## src/rtl/wb_spi_pkg.sv

```systemverilog
// Shared constants and types for the Wishbone SPI master: register offsets,
// CTRL/STATUS bit positions, shift-engine FSM states and the CTRL reset value.
package wb_spi_pkg;

  localparam logic [2:0] REG_DATA   = 3'd0;
  localparam logic [2:0] REG_STATUS = 3'd1;
  localparam logic [2:0] REG_CS     = 3'd2;
  localparam logic [2:0] REG_DIV    = 3'd3;
  localparam logic [2:0] REG_CTRL   = 3'd4;

  localparam int ST_BUSY = 0;
  localparam int ST_RXV  = 1;
  localparam int ST_WCOL = 2;

  localparam int CT_CPOL   = 0;
  localparam int CT_CPHA   = 1;
  localparam int CT_LSB    = 2;
  localparam int CT_LEN_LO = 8;
  localparam int CT_LEN_HI = 12;
  localparam int CT_IRQ_EN = 16;

  localparam logic [31:0] CTRL_RST = 32'h0000_0700;

  typedef enum logic [1:0] {S_IDLE, S_LEAD, S_TRAIL} spi_state_e;

endpackage

```

## src/rtl/spi_shift_engine.sv

```systemverilog
// SPI bit engine: half-period divisor, LEAD/TRAIL FSM, bit counter and
// RX assembly for all four CPOL/CPHA modes, MSB- or LSB-first.
module spi_shift_engine
  import wb_spi_pkg::*;
#(
  parameter int DATA_W = 32,
  parameter int DIV_W  = 16
) (
  input  logic              clk,
  input  logic              reset,
  input  logic              start,
  input  logic [DATA_W-1:0] tx,
  input  logic [4:0]        len,
  input  logic              cpol,
  input  logic              cpha,
  input  logic              lsb,
  input  logic [DIV_W-1:0]  div,
  input  logic              miso,
  output logic              busy,
  output logic              done,
  output logic [DATA_W-1:0] rx,
  output logic              sck,
  output logic              mosi
);

  spi_state_e        state;
  logic [DIV_W-1:0]  cnt;
  logic [4:0]        k;
  logic [DATA_W-1:0] tx_r;
  logic [DATA_W-1:0] rx_sh;
  logic              tick;

  assign tick = (cnt == div);
  assign busy = (state != S_IDLE);
  assign done = (state == S_TRAIL) && tick && (k == len);

  function automatic logic tx_bit(input logic [4:0] i);
    return lsb ? tx_r[i] : tx_r[len - i];
  endfunction

  // LSB-first frames fill from bit len downward so the result ends right-aligned.
  function automatic logic [DATA_W-1:0] rx_ins(input logic [DATA_W-1:0] v, input logic b);
    logic [DATA_W-1:0] r;
    if (lsb) begin
      r = v >> 1;
      r[len] = b;
    end else begin
      r = {v[DATA_W-2:0], b};
    end
    return r;
  endfunction

  always_ff @(posedge clk) begin
    if (reset) begin
      state <= S_IDLE;
      cnt   <= '0;
      k     <= '0;
      tx_r  <= '0;
      rx_sh <= '0;
      rx    <= '0;
      sck   <= 1'b0;
      mosi  <= 1'b0;
    end else begin
      case (state)
        S_IDLE: sck <= cpol;
        S_LEAD: begin
          if (tick) begin
            cnt   <= '0;
            sck   <= ~cpol;
            state <= S_TRAIL;
            if (cpha) mosi  <= tx_bit(k);
            else      rx_sh <= rx_ins(rx_sh, miso);
          end else begin
            cnt <= cnt + 1'b1;
          end
        end
        S_TRAIL: begin
          if (tick) begin
            cnt <= '0;
            sck <= cpol;
            if (cpha) rx_sh <= rx_ins(rx_sh, miso);
            if (k == len) begin
              state <= S_IDLE;
              rx    <= cpha ? rx_ins(rx_sh, miso) : rx_sh;
            end else begin
              k     <= k + 5'd1;
              state <= S_LEAD;
              if (!cpha) mosi <= tx_bit(k + 5'd1);
            end
          end else begin
            cnt <= cnt + 1'b1;
          end
        end
        default: state <= S_IDLE;
      endcase
      // A start landing on the completing edge still lets rx capture above.
      if (start) begin
        state <= S_LEAD;
        cnt   <= '0;
        k     <= '0;
        tx_r  <= tx;
        rx_sh <= '0;
        sck   <= cpol;
        if (!cpha) mosi <= lsb ? tx[0] : tx[len];
      end
    end
  end

endmodule

```

## src/rtl/wb_spi_master.sv

```systemverilog
// Wishbone classic slave front-end and register file for the SPI master.
// Define WB_SPI_IRQ_EN to add the spi_irq output and CTRL.IRQ_EN bit.
module wb_spi_master
  import wb_spi_pkg::*;
#(
  parameter int DATA_W = 32,
  parameter int NCS    = 4,
  parameter int DIV_W  = 16
) (
  input  logic           clk,
  input  logic           reset,
  input  logic [31:0]    wb_adr_i,
  input  logic [31:0]    wb_dat_i,
  output logic [31:0]    wb_dat_o,
  input  logic [3:0]     wb_sel_i,
  input  logic           wb_cyc_i,
  input  logic           wb_stb_i,
  input  logic           wb_we_i,
  output logic           wb_ack_o,
  output logic           spi_sck,
  output logic           spi_mosi,
  input  logic           spi_miso,
  output logic [NCS-1:0] spi_cs_n
`ifdef WB_SPI_IRQ_EN
  ,
  output logic           spi_irq
`endif
);

  localparam logic [4:0] LEN_MAX = 5'(DATA_W - 1);

  logic              ack;
  logic [NCS-1:0]    cs_r;
  logic [DIV_W-1:0]  div_r;
  logic              cpol, cpha, lsb;
  logic [4:0]        len_r, eff_len;
  logic              rx_valid, rxv_n, wcol;
  logic              busy, done;
  logic [DATA_W-1:0] rx;
  logic [31:0]       ctrl_rd, rd_mux;
  logic [2:0]        off;
  logic              req, wr, rd, start;
  logic              unused_ok;
`ifdef WB_SPI_IRQ_EN
  logic              irq_en;
`endif

  assign off      = wb_adr_i[4:2];
  assign req      = wb_cyc_i & wb_stb_i & ~ack;
  assign wr       = wb_cyc_i & wb_stb_i & ack & wb_we_i;
  assign rd       = wb_cyc_i & wb_stb_i & ack & ~wb_we_i;
  assign wb_ack_o = wb_cyc_i & wb_stb_i & ack;
  assign spi_cs_n = ~cs_r;
  assign eff_len  = (len_r > LEN_MAX) ? LEN_MAX : len_r;
  // The completing edge frees the engine, so a write there starts a new frame.
  assign start    = wr && (off == REG_DATA) && (!busy || done);
  assign unused_ok = ^{wb_sel_i, wb_adr_i[31:5], wb_adr_i[1:0], wb_dat_i};

  always_comb begin
    ctrl_rd = '0;
    ctrl_rd[CT_CPOL] = cpol;
    ctrl_rd[CT_CPHA] = cpha;
    ctrl_rd[CT_LSB]  = lsb;
    ctrl_rd[CT_LEN_HI:CT_LEN_LO] = len_r;
`ifdef WB_SPI_IRQ_EN
    ctrl_rd[CT_IRQ_EN] = irq_en;
`endif
  end

  always_comb begin
    rd_mux = '0;
    case (off)
      REG_DATA:   rd_mux = 32'(rx);
      REG_STATUS: rd_mux = {29'd0, wcol, rx_valid, busy};
      REG_CS:     rd_mux = 32'(cs_r);
      REG_DIV:    rd_mux = 32'(div_r);
      REG_CTRL:   rd_mux = ctrl_rd;
      default:    rd_mux = '0;
    endcase
  end

  always_comb begin
    rxv_n = rx_valid;
    if (rd && off == REG_DATA) rxv_n = 1'b0;
    if (done)                  rxv_n = 1'b1;
  end

  always_ff @(posedge clk) begin
    if (reset) begin
      ack      <= 1'b0;
      wb_dat_o <= '0;
      cs_r     <= '0;
      div_r    <= '1;
      cpol     <= CTRL_RST[CT_CPOL];
      cpha     <= CTRL_RST[CT_CPHA];
      lsb      <= CTRL_RST[CT_LSB];
      len_r    <= CTRL_RST[CT_LEN_HI:CT_LEN_LO];
      rx_valid <= 1'b0;
      wcol     <= 1'b0;
`ifdef WB_SPI_IRQ_EN
      irq_en   <= 1'b0;
      spi_irq  <= 1'b0;
`endif
    end else begin
      ack      <= req;
      if (req) wb_dat_o <= rd_mux;
      rx_valid <= rxv_n;
      if (rd && off == REG_STATUS) wcol <= 1'b0;
      if (wr) begin
        case (off)
          REG_DATA: if (busy && !done) wcol <= 1'b1;
          REG_CS:   cs_r <= wb_dat_i[NCS-1:0];
          REG_DIV:  if (!busy) div_r <= wb_dat_i[DIV_W-1:0];
          REG_CTRL: if (!busy) begin
            cpol  <= wb_dat_i[CT_CPOL];
            cpha  <= wb_dat_i[CT_CPHA];
            lsb   <= wb_dat_i[CT_LSB];
            len_r <= wb_dat_i[CT_LEN_HI:CT_LEN_LO];
`ifdef WB_SPI_IRQ_EN
            irq_en <= wb_dat_i[CT_IRQ_EN];
`endif
          end
          default: ;
        endcase
      end
`ifdef WB_SPI_IRQ_EN
      spi_irq <= irq_en & rxv_n;
`endif
    end
  end

  spi_shift_engine #(.DATA_W(DATA_W), .DIV_W(DIV_W)) u_eng (
    .clk   (clk),
    .reset (reset),
    .start (start),
    .tx    (wb_dat_i[DATA_W-1:0]),
    .len   (eff_len),
    .cpol  (cpol),
    .cpha  (cpha),
    .lsb   (lsb),
    .div   (div_r),
    .miso  (spi_miso),
    .busy  (busy),
    .done  (done),
    .rx    (rx),
    .sck   (spi_sck),
    .mosi  (spi_mosi)
  );

endmodule

```

## config.mk

```make
export PLATFORM = sky130hd
export DESIGN_NAME = wb_spi_master
export DESIGN_NICKNAME = d
export VERILOG_FILES = /design/src/rtl/wb_spi_pkg.sv /design/src/rtl/spi_shift_engine.sv /design/src/rtl/wb_spi_master.sv
export SDC_FILE = /design/constraint.sdc
export NUM_CORES = 1
export LEC_CHECK = 0
export ABC_AREA = 1
export BUFFER_PORTS_ARGS = -buffer_cell sky130_fd_sc_hd__buf_2
export CAP_MARGIN = 0
export CORE_UTILIZATION = 35
export DETAILED_ROUTE_END_ITERATION = 7
export PLACE_DENSITY = 0.58
export SETUP_SLACK_MARGIN = 0.02
export SYNTH_ARGS = -nofsm -noshare
export SYNTH_HDL_FRONTEND = slang
export SYNTH_SLANG_ARGS = --single-unit
```

## constraint.sdc

```tcl
create_clock -name clk -period 3.62 [get_ports clk]
set_clock_uncertainty 0.05 [all_clocks]
set_input_delay 0.905 -clock clk [delete_from_list [all_inputs] [get_ports clk]]
set_output_delay 0.905 -clock clk [all_outputs]
set_load 0.03 [all_outputs]
```

==> results of run 1 <==
[metrics by stage]
step / power [µW] / worst slack [ns] / instances / hold WS (ns)
floorplan: 2180 / 0.827 / 1652 / 0.392
global placement: 2260 / 0.754 / 2062 / 0.402
detailed placement: 2260 / 0.731 / 2062 / 0.405
CTS: 4130 / 0.716 / 2094 / 0.416
global route: 4230 / 0.471 / 2094 / 0.432
finish: 4090 / 0.682 / 2094 / 0.413
[metal layers]
layer | routed length [µm] | vias up
met2 | 16400 | 340
met5 | 0 | -
met4 | 930 | 0
met3 | 1880 | 56
li1 | - | 5598
met1 | 16500 | 5220
[sequential cells by signal (all words and copies together) (netlist names), 2 cells and up]
register	cells
div_r	16
u_eng.tx_r	32
u_eng.cnt	16
u_eng.state	2
len_r	5
u_eng.k	5
wb_dat_o	32
cs_r	4
u_eng.rx_sh	32
u_eng.rx	32
[cells by family (layout without fill, tap and decap cells)]
| group | count (synthesis) | count (layout) |
|---|---|---|
| and+or+nand+nor | 767 | 767 |
| AOI/OAI and AO/OA | 412 | 412 |
| buffers and inverters | 245 | 297 |
| DFF | 184 | 184 |
| xor gates and xnor gates | 27 | 27 |
| adders and majority gates | 17 | 17 |
[layout by cell type (no fill, tap or decap), drive strengths merged]
master     n
nand2    417
o21ai    187
dfxtp    184
nand3    165
nor2     153
inv      151
a21oi    128
buf      117
a22oi     56
o211ai    21
clkbuf    18
xor2      17
ha        15
nor3      12
clkinv    11
xnor2     10
nand4      7
o2111ai    5
a22o       4
nor4       4
o311ai     3
nor3b      3
a211oi     3
nand3b     3
or2        2
o221ai     2
fa         2
and2       1
o31ai      1
a31oi      1
o22ai      1
[layout make-up]
class                           instances  area (µm²)
Fill cell                            3260       17800
Tap cell                              390         488
Timing Repair Buffer                  117         718
Clock inverter                         14         151
Inverter                              148         556
Sequential cell                       184        3680
Multi-Input combinational cell       1223        6080
Clock buffer                           18         429
[worst reg2reg max path, stage by stage, from the launching register on]
cell                      delay, ns
sky130_fd_sc_hd__dfxtp_1       0.56
sky130_fd_sc_hd__ha_1          0.44
sky130_fd_sc_hd__fa_1          0.54
sky130_fd_sc_hd__inv_1         0.34
sky130_fd_sc_hd__nand3_1       0.15
sky130_fd_sc_hd__nand2_1       0.10
sky130_fd_sc_hd__nand2_1       0.05
sky130_fd_sc_hd__nand3_1       0.09
sky130_fd_sc_hd__nand3_1       0.07
sky130_fd_sc_hd__nand2_1       0.08
sky130_fd_sc_hd__nand2_1       0.05
sky130_fd_sc_hd__nand2_1       0.07
sky130_fd_sc_hd__nand2_1       0.05
sky130_fd_sc_hd__nand2_1       0.05
sky130_fd_sc_hd__nand2_1       0.05
sky130_fd_sc_hd__nand2_1       0.05
sky130_fd_sc_hd__a21oi_1       0.06
[worst paths after layout]
path | to | slack (ns) | start | cells past startpoint
worst min register to register | wb_dat_o[5] | 0.41 | wb_dat_o[5] | 2
worst max-delay path | u_eng.mosi | 0.68 | u_eng.k[1] | 16
worst min-delay path | wb_dat_o[5] | 0.41 | wb_dat_o[5] | 2
worst max register to register | u_eng.mosi | 0.68 | u_eng.k[1] | 16
[power by group through the flow]
stage	logic [µW]	registers (µW)	clock network (µW)
5_1_grt	202	2030	2000
4_1_cts	185	2030	1910
6_report	187	2030	1870
3_5_place_dp	184	2080	0
3_3_place_gp	184	2080	0
2_1_floorplan	94.7	2090	0
[Yosys cell counts, types with 2 or more instances]
master	number
sky130_fd_sc_hd__ha_1	15
sky130_fd_sc_hd__o311ai_0	3
sky130_fd_sc_hd__o2111ai_1	5
sky130_fd_sc_hd__nor4_2	3
sky130_fd_sc_hd__xnor2_1	10
sky130_fd_sc_hd__xor2_1	17
sky130_fd_sc_hd__nor2_2	12
sky130_fd_sc_hd__a22oi_1	56
sky130_fd_sc_hd__nand4_1	6
sky130_fd_sc_hd__nand2_2	2
sky130_fd_sc_hd__nor3_1	5
sky130_fd_sc_hd__inv_2	10
sky130_fd_sc_hd__clkinv_1	7
sky130_fd_sc_hd__o21ai_1	17
sky130_fd_sc_hd__o211ai_1	20
sky130_fd_sc_hd__inv_1	131
sky130_fd_sc_hd__o221ai_1	2
sky130_fd_sc_hd__buf_8	2
sky130_fd_sc_hd__buf_2	23
sky130_fd_sc_hd__buf_6	4
sky130_fd_sc_hd__clkbuf_1	59
sky130_fd_sc_hd__a22o_1	4
sky130_fd_sc_hd__nor2_1	140
sky130_fd_sc_hd__nor3_2	6
sky130_fd_sc_hd__o21ai_0	170
sky130_fd_sc_hd__buf_1	6
sky130_fd_sc_hd__nor3b_1	3
sky130_fd_sc_hd__fa_1	2
sky130_fd_sc_hd__nand3_1	165
sky130_fd_sc_hd__nand3b_1	3
sky130_fd_sc_hd__a211oi_1	3
sky130_fd_sc_hd__buf_4	2
sky130_fd_sc_hd__or2_1	2
sky130_fd_sc_hd__a21oi_1	128
sky130_fd_sc_hd__dfxtp_1	184
sky130_fd_sc_hd__nand2_1	414
==> impl_metrics.toml, run 1 <==
[floorplanning]
starting_density_pct = 36.0
placement_rows = 63
io_pins = 113
fp.dieW_um = 178
design.core.area_um2 = 30000
design.die.area_um2 = 31500
die-height_um = 178

[setup_path]
timing.critical_path.arrival_ns = 3.24
critPathSlowestCell = "sky130_fd_sc_hd__dfxtp_1"
cp_common_cell = "sky130_fd_sc_hd__nand2_1"
path_class = "flip-flop to flip-flop"
required_ns = 3.92
cp-end-kind = "flip-flop"
cp_max_stage_delay_ns = 0.56
critPathMaxFanout = 8
setup.worst_path.start_class = "flip-flop"
cp_num_buf_inv = 1
critical_path.top_delay_family = "adder cells"
crit_path_cell_trace = "ha_1 -> fa_1 -> inv_1 -> nand3_1 -> nand2_1 -> nand2_1 -> nand3_1 -> nand3_1 -> nand2_1 -> nand2_1 -> nand2_1 -> nand2_1 -> nand2_1 -> nand2_1 -> nand2_1 -> a21oi_1"

[yosys]
synth_top_family_by_area = "simple AND/OR/NAND/NOR gates"
synth.lib_cells_used.distinct = 47
netlist_area_um2 = 10800
synth_xor_xnor_area_share_pct = 2.19
synth_adder_area_share_pct = 2.11
synth_area_in_compound_gates_pct = 21.6
top_cell_type_s_share_of_synthesized_area_pct = 34.1
synth_top_cells_by_area = "sky130_fd_sc_hd__dfxtp_1, sky130_fd_sc_hd__nand2_1, sky130_fd_sc_hd__o21ai_0, sky130_fd_sc_hd__nand3_1, sky130_fd_sc_hd__a21oi_1"
synth_simple_gate_area_share_pct = 30.5
asyncSetResetFlopFracSynth_pct = 0
syn_area_cell_um2 = 6.53
synthesis.nets = 1743
synthMuxAreaShare_pct = 0
synth_flop_cell = "sky130_fd_sc_hd__dfxtp_1"
ys_seq_elements = 184
post_synth_inst_count = 1652
synth_seq_area_share_pct = 34.1
synth_top_cell_by_area = "sky130_fd_sc_hd__dfxtp_1"
synth_edf_count = 0
yosys_warnings = 0

[pwr]
power.net_switching_uw = 1080
pwr-share-clk_pct = 45.7
p_int_uw = 3010
cellPowerDensity_nw_per_um2 = 338
power.switching_fraction_pct = 26.4
static-leakage-power_uw = 0.00480
irDropWorstVdd_mv = 0.334
combPwrFrac_pct = 4.6
power.sequential.fraction_pct = 49.7

[hold_path]
holdCritPathClass = "flip-flop to flip-flop"

[route]
post_drt_wl_per_cell_um = 17.0
drt_drc_violations_left = 0
post_drt_via_cell_ratio = 5.36
postRouteWirelength_um = 35700
route.antenna.remaining_nets = 0
first_iter_violations = 1049
first_pass_iters = 5
via_count = 11200

[timing]
fin_tns_setup_ns = 0
worst_slew_pin_slew_ns = 0.794
rsz0062_at_grt = "false"
setup_viol = 0
fmax_achieved_mhz = 340
final-hold-violation-count = 0
layout_min_cycle_time_ns = 2.94
maxSlewViolCount = 0
timing.final.crit_share_pct = 81.2
slew-limit-headroom_pct = 46.6

[cells_and_area]
final_util_pct = 40.4
finalInstanceArea_um2 = 12100
num-nets-final = 1782
n_antenna_cell = 0
fraction_of_layout_instances_using_a_drive_strength_above_1_pct = 11.2
syn2layout_area_growth_pct = 12.3

[global_route]
wire_length_of_the_first_global_routing_pass_um = 55900
globalRouteMet3Util_pct = 3.19
antenna_found_initial = 0
grt_start_max_net_pins = 65
grt_met2_usage_pct = 37.3
globalRouteMet1Util_pct = 30.8
vias_in_the_first_global_route = 10200
global_route.usage.total_pct = 23.0
global_route.peak_usage_layer = "met2"
overflow = 0

[status]
outcome = "complete, no violations"

[placement]
finalWeightedCongestion = 0.946
placement.cell_area_um2 = 11500
place_hpwl_um = 25500
portBuffers = 79

[clock_tree]
root_buffer = "sky130_fd_sc_hd__clkbuf_16"
cts_setup_buffers = 0
path_clk_slew_ns = 0.08
clock_latency_ns = 0.45
tritoncts_clock_tree = "built"
cts_hold_repair.buffers = 0
cts_buffers = 17
maximum_count_of_clock_buffers_along_a_single_path = 2
cts_max_level = 4
post_cts.resized_instances = 0
clock_sink_count = 184

[job]
cap_violations = 0
Power figures use the tool's default switching activity.
==> run 2, diff against run 1 <==
- ABC_AREA: 1 -> 0
- clock period: 3.62 -> 2.8 ns (I/O delays scaled with it)
==> impl_metrics.toml, run 2 <==
[clock_tree]
path_clk_slew_ns = 0.07
tritoncts_clock_tree = "built"
root_buffer = "sky130_fd_sc_hd__clkbuf_16"
cts_hold_repair.buffers = 0
maximum_count_of_clock_buffers_along_a_single_path = 2
cts_max_level = 4
cts_buffers = 17
clock_sink_count = 184
clock_latency_ns = 0.44

[timing]
final-hold-violation-count = 0
rsz0062_at_grt = "true"
fmax_achieved_mhz = 361
layout_min_cycle_time_ns = 2.77
timing.final.crit_share_pct = 98.9
worst_slew_pin_slew_ns = 0.689
slew-limit-headroom_pct = 54.1
setup_viol = 0
maxSlewViolCount = 0

[pwr]
combPwrFrac_pct = 4.7
pwr-share-clk_pct = 45.3
irDropWorstVdd_mv = 0.324
static-leakage-power_uw = 0.00431
post_route_total_power_uw = 5260
p_int_uw = 3990
power.net_switching_uw = 1270
power.sequential.fraction_pct = 50.0
power.switching_fraction_pct = 24.2
cellPowerDensity_nw_per_um2 = 450

[yosys]
synth.cells.most_frequent = "sky130_fd_sc_hd__nor2_1, sky130_fd_sc_hd__dfxtp_1, sky130_fd_sc_hd__nand2_1, sky130_fd_sc_hd__mux2i_1, sky130_fd_sc_hd__a21oi_1"
asyncSetResetFlopFracSynth_pct = 0
synth_area_in_compound_gates_pct = 12.4
post-synth-top-count-cell = "sky130_fd_sc_hd__nor2_1"
synth.lib_cells_used.distinct = 56
yosys_warnings = 0
synth_simple_gate_area_share_pct = 18.5
synth_top_cell_by_area = "sky130_fd_sc_hd__dfxtp_1"
synth_flop_cell = "sky130_fd_sc_hd__dfxtp_1"
syn_area_cell_um2 = 8.72
ys_seq_elements = 184
synth_top_family_by_area = "multiplexers"
synth_top_cells_by_area = "sky130_fd_sc_hd__dfxtp_1, sky130_fd_sc_hd__mux2i_1, sky130_fd_sc_hd__mux4_2, sky130_fd_sc_hd__nor2_1, sky130_fd_sc_hd__nand2_1"
synthesis.nets = 1245
synthMuxAreaShare_pct = 21.4
netlist_area_um2 = 10100
synth_adder_area_share_pct = 2.26
post_synth_inst_count = 1154
synth_seq_area_share_pct = 36.6
synth_edf_count = 0
top_cell_type_s_share_of_synthesized_area_pct = 36.6
synth_xor_xnor_area_share_pct = 4.28

[cells_and_area]
final_cell_mix = "sky130_fd_sc_hd__nor2_1, sky130_fd_sc_hd__dfxtp_1, sky130_fd_sc_hd__nand2_1"
mostFrequentLayoutCell = "sky130_fd_sc_hd__nor2_1"
post_layout_nonfiller_instances = 1605
num-nets-final = 1306
fillers = 2812
syn2layout_area_growth_pct = 16.2
fraction_of_layout_instances_using_a_drive_strength_above_1_pct = 18.7
n_antenna_cell = 0

[setup_path]
cp-end-kind = "flip-flop"
critical_path.top_delay_family = "multiplexers"
critPathSlowestCell = "sky130_fd_sc_hd__fa_2"
setup.worst_path.start_class = "flip-flop"
cp_num_cells = 8
critical_path.endpoint = "u_eng.mosi"
r2r-end = "u_eng.mosi"
path_class = "flip-flop to flip-flop"
reg2regPathDepth = 8
required_ns = 3.07
cp_max_stage_delay_ns = 0.60
timing.critical_path.arrival_ns = 3.04
reg2reg_launch_point = "u_eng.k[0]"
cp_common_cell = "sky130_fd_sc_hd__mux4_2"
critPathMaxFanout = 4
crit_start = "u_eng.k[0]"
cp_num_buf_inv = 2
setup_slack_of_the_worst_register_to_register_path_ns = 0.03
crit_path_cell_trace = "buf_4 -> inv_1 -> ha_1 -> fa_2 -> mux4_2 -> mux4_2 -> a22oi_1 -> a31oi_1"

[floorplanning]
design.core.area_um2 = 28000
io_pins = 113
design.die.area_um2 = 29400
placement_rows = 61
die-height_um = 172
fp.dieW_um = 172
starting_density_pct = 35.9

[route]
post_drt_wl_per_cell_um = 17.6
post_drt_via_cell_ratio = 5.22
first_iter_violations = 752
route.antenna.remaining_nets = 0
drt_drc_violations_left = 0
via_count = 8385
postRouteWirelength_um = 28200
first_pass_iters = 5

[global_route]
vias_in_the_first_global_route = 7924
wire_length_of_the_first_global_routing_pass_um = 45000
overflow = 0
antenna_found_initial = 0
grt_start_max_net_pins = 110
global_route.usage.total_pct = 19.8

[job]
cap_violations = 0

[placement]
finalWeightedCongestion = 0.914
cell_total_after_placement = 1568
place_hpwl_um = 19700
portBuffers = 79

[status]
outcome = "complete, no violations"

[hold_path]
holdCritPathClass = "flip-flop to flip-flop"
## run 2: cell types whose count changed in the layout (fill, tap and decap cells not counted), moves of 29 or more
cell,change
sky130_fd_sc_hd__a211oi_1,+29
sky130_fd_sc_hd__nand3_1,-130
sky130_fd_sc_hd__nor2_1,+50
sky130_fd_sc_hd__a21oi_1,-48
sky130_fd_sc_hd__mux2i_1,+111
sky130_fd_sc_hd__o21ai_0,-155
sky130_fd_sc_hd__inv_1,-109
sky130_fd_sc_hd__nand2_1,-267
sky130_fd_sc_hd__mux4_2,+43
## run 2: logic make-up after synthesis
group                      Yosys count
and+or+nand+nor                    438
AOI/OAI and AO/OA                  194
DFF                                184
muxes                              160
buffers and inverters              114
xor gates and xnor gates            47
adders and majority gates           17
## run 2: cell type report
cell class                      instances  area, µm²  area share, %
Clock buffer                           19        453           3.88
Clock inverter                         12        119           1.02
Inverter                               23       91.3          0.781
Multi-Input combinational cell        856       5970           51.1
Sequential cell                       184       3690           31.6
Tap cell                              378        473           4.05
Timing Repair Buffer                  133        890           7.61
## run 2: power groups by stage
stage	Combinational [µW]	Clock, µW	Sequential (µW)
3_5_place_dp	249	0	2690
3_3_place_gp	248	0	2690
2_1_floorplan	119	0	2710
5_1_grt	269	2540	2630
4_1_cts	250	2430	2630
6_report	248	2380	2630
## run 2: timing repair
item                                    4_1_cts  5_1_grt
pin swaps                                     7        8
endpoints found under the setup margin        1        3
gates cloned                                  0        0
buffers inserted                              5        2
gates resized for setup                       6        2
## run 2: how the worst min path moves through the flow
stage	startpoint	end	slack, ns	depth (start not counted)
4_1_cts	wcol	wcol	0.42	2
2_1_floorplan	wcol	wcol	0.39	2
3_5_place_dp	wcol	wcol	0.41	2
5_1_grt	wcol	wcol	0.45	2
3_3_place_gp	wcol	wcol	0.41	2
6_report	wcol	wcol	0.42	2
## run 2: through the flow
stage	hold slack (ns)	instance area, µm²	util (%)	setup WS (ns)	setup TNS [ns]
6_report	0.422	11700	41.7	0.0297	0
5_1_grt	0.446	11700	41.7	-0.0370	-0.0370
4_1_cts	0.419	11700	41.7	0.0174	0
3_5_place_dp	0.410	11000	39.4	0.000801	0
3_3_place_gp	0.411	11000	39.4	-0.0194	-0.0194
2_1_floorplan	0.389	10100	-	0.0178	0
## run 2: worst min-delay path, cell delays in order, from the launching register on
cell and delay (ns):
sky130_fd_sc_hd__dfxtp_1 0.31, sky130_fd_sc_hd__o41ai_1 0.06, sky130_fd_sc_hd__a21oi_1 0.06
## run 2: metal layers
metal  global-route usage (%)  wire, µm
met4                     5.71       428
met3                     3.43      1200
met1                     27.2     13500
met2                     31.6     13000
met5                        0         0
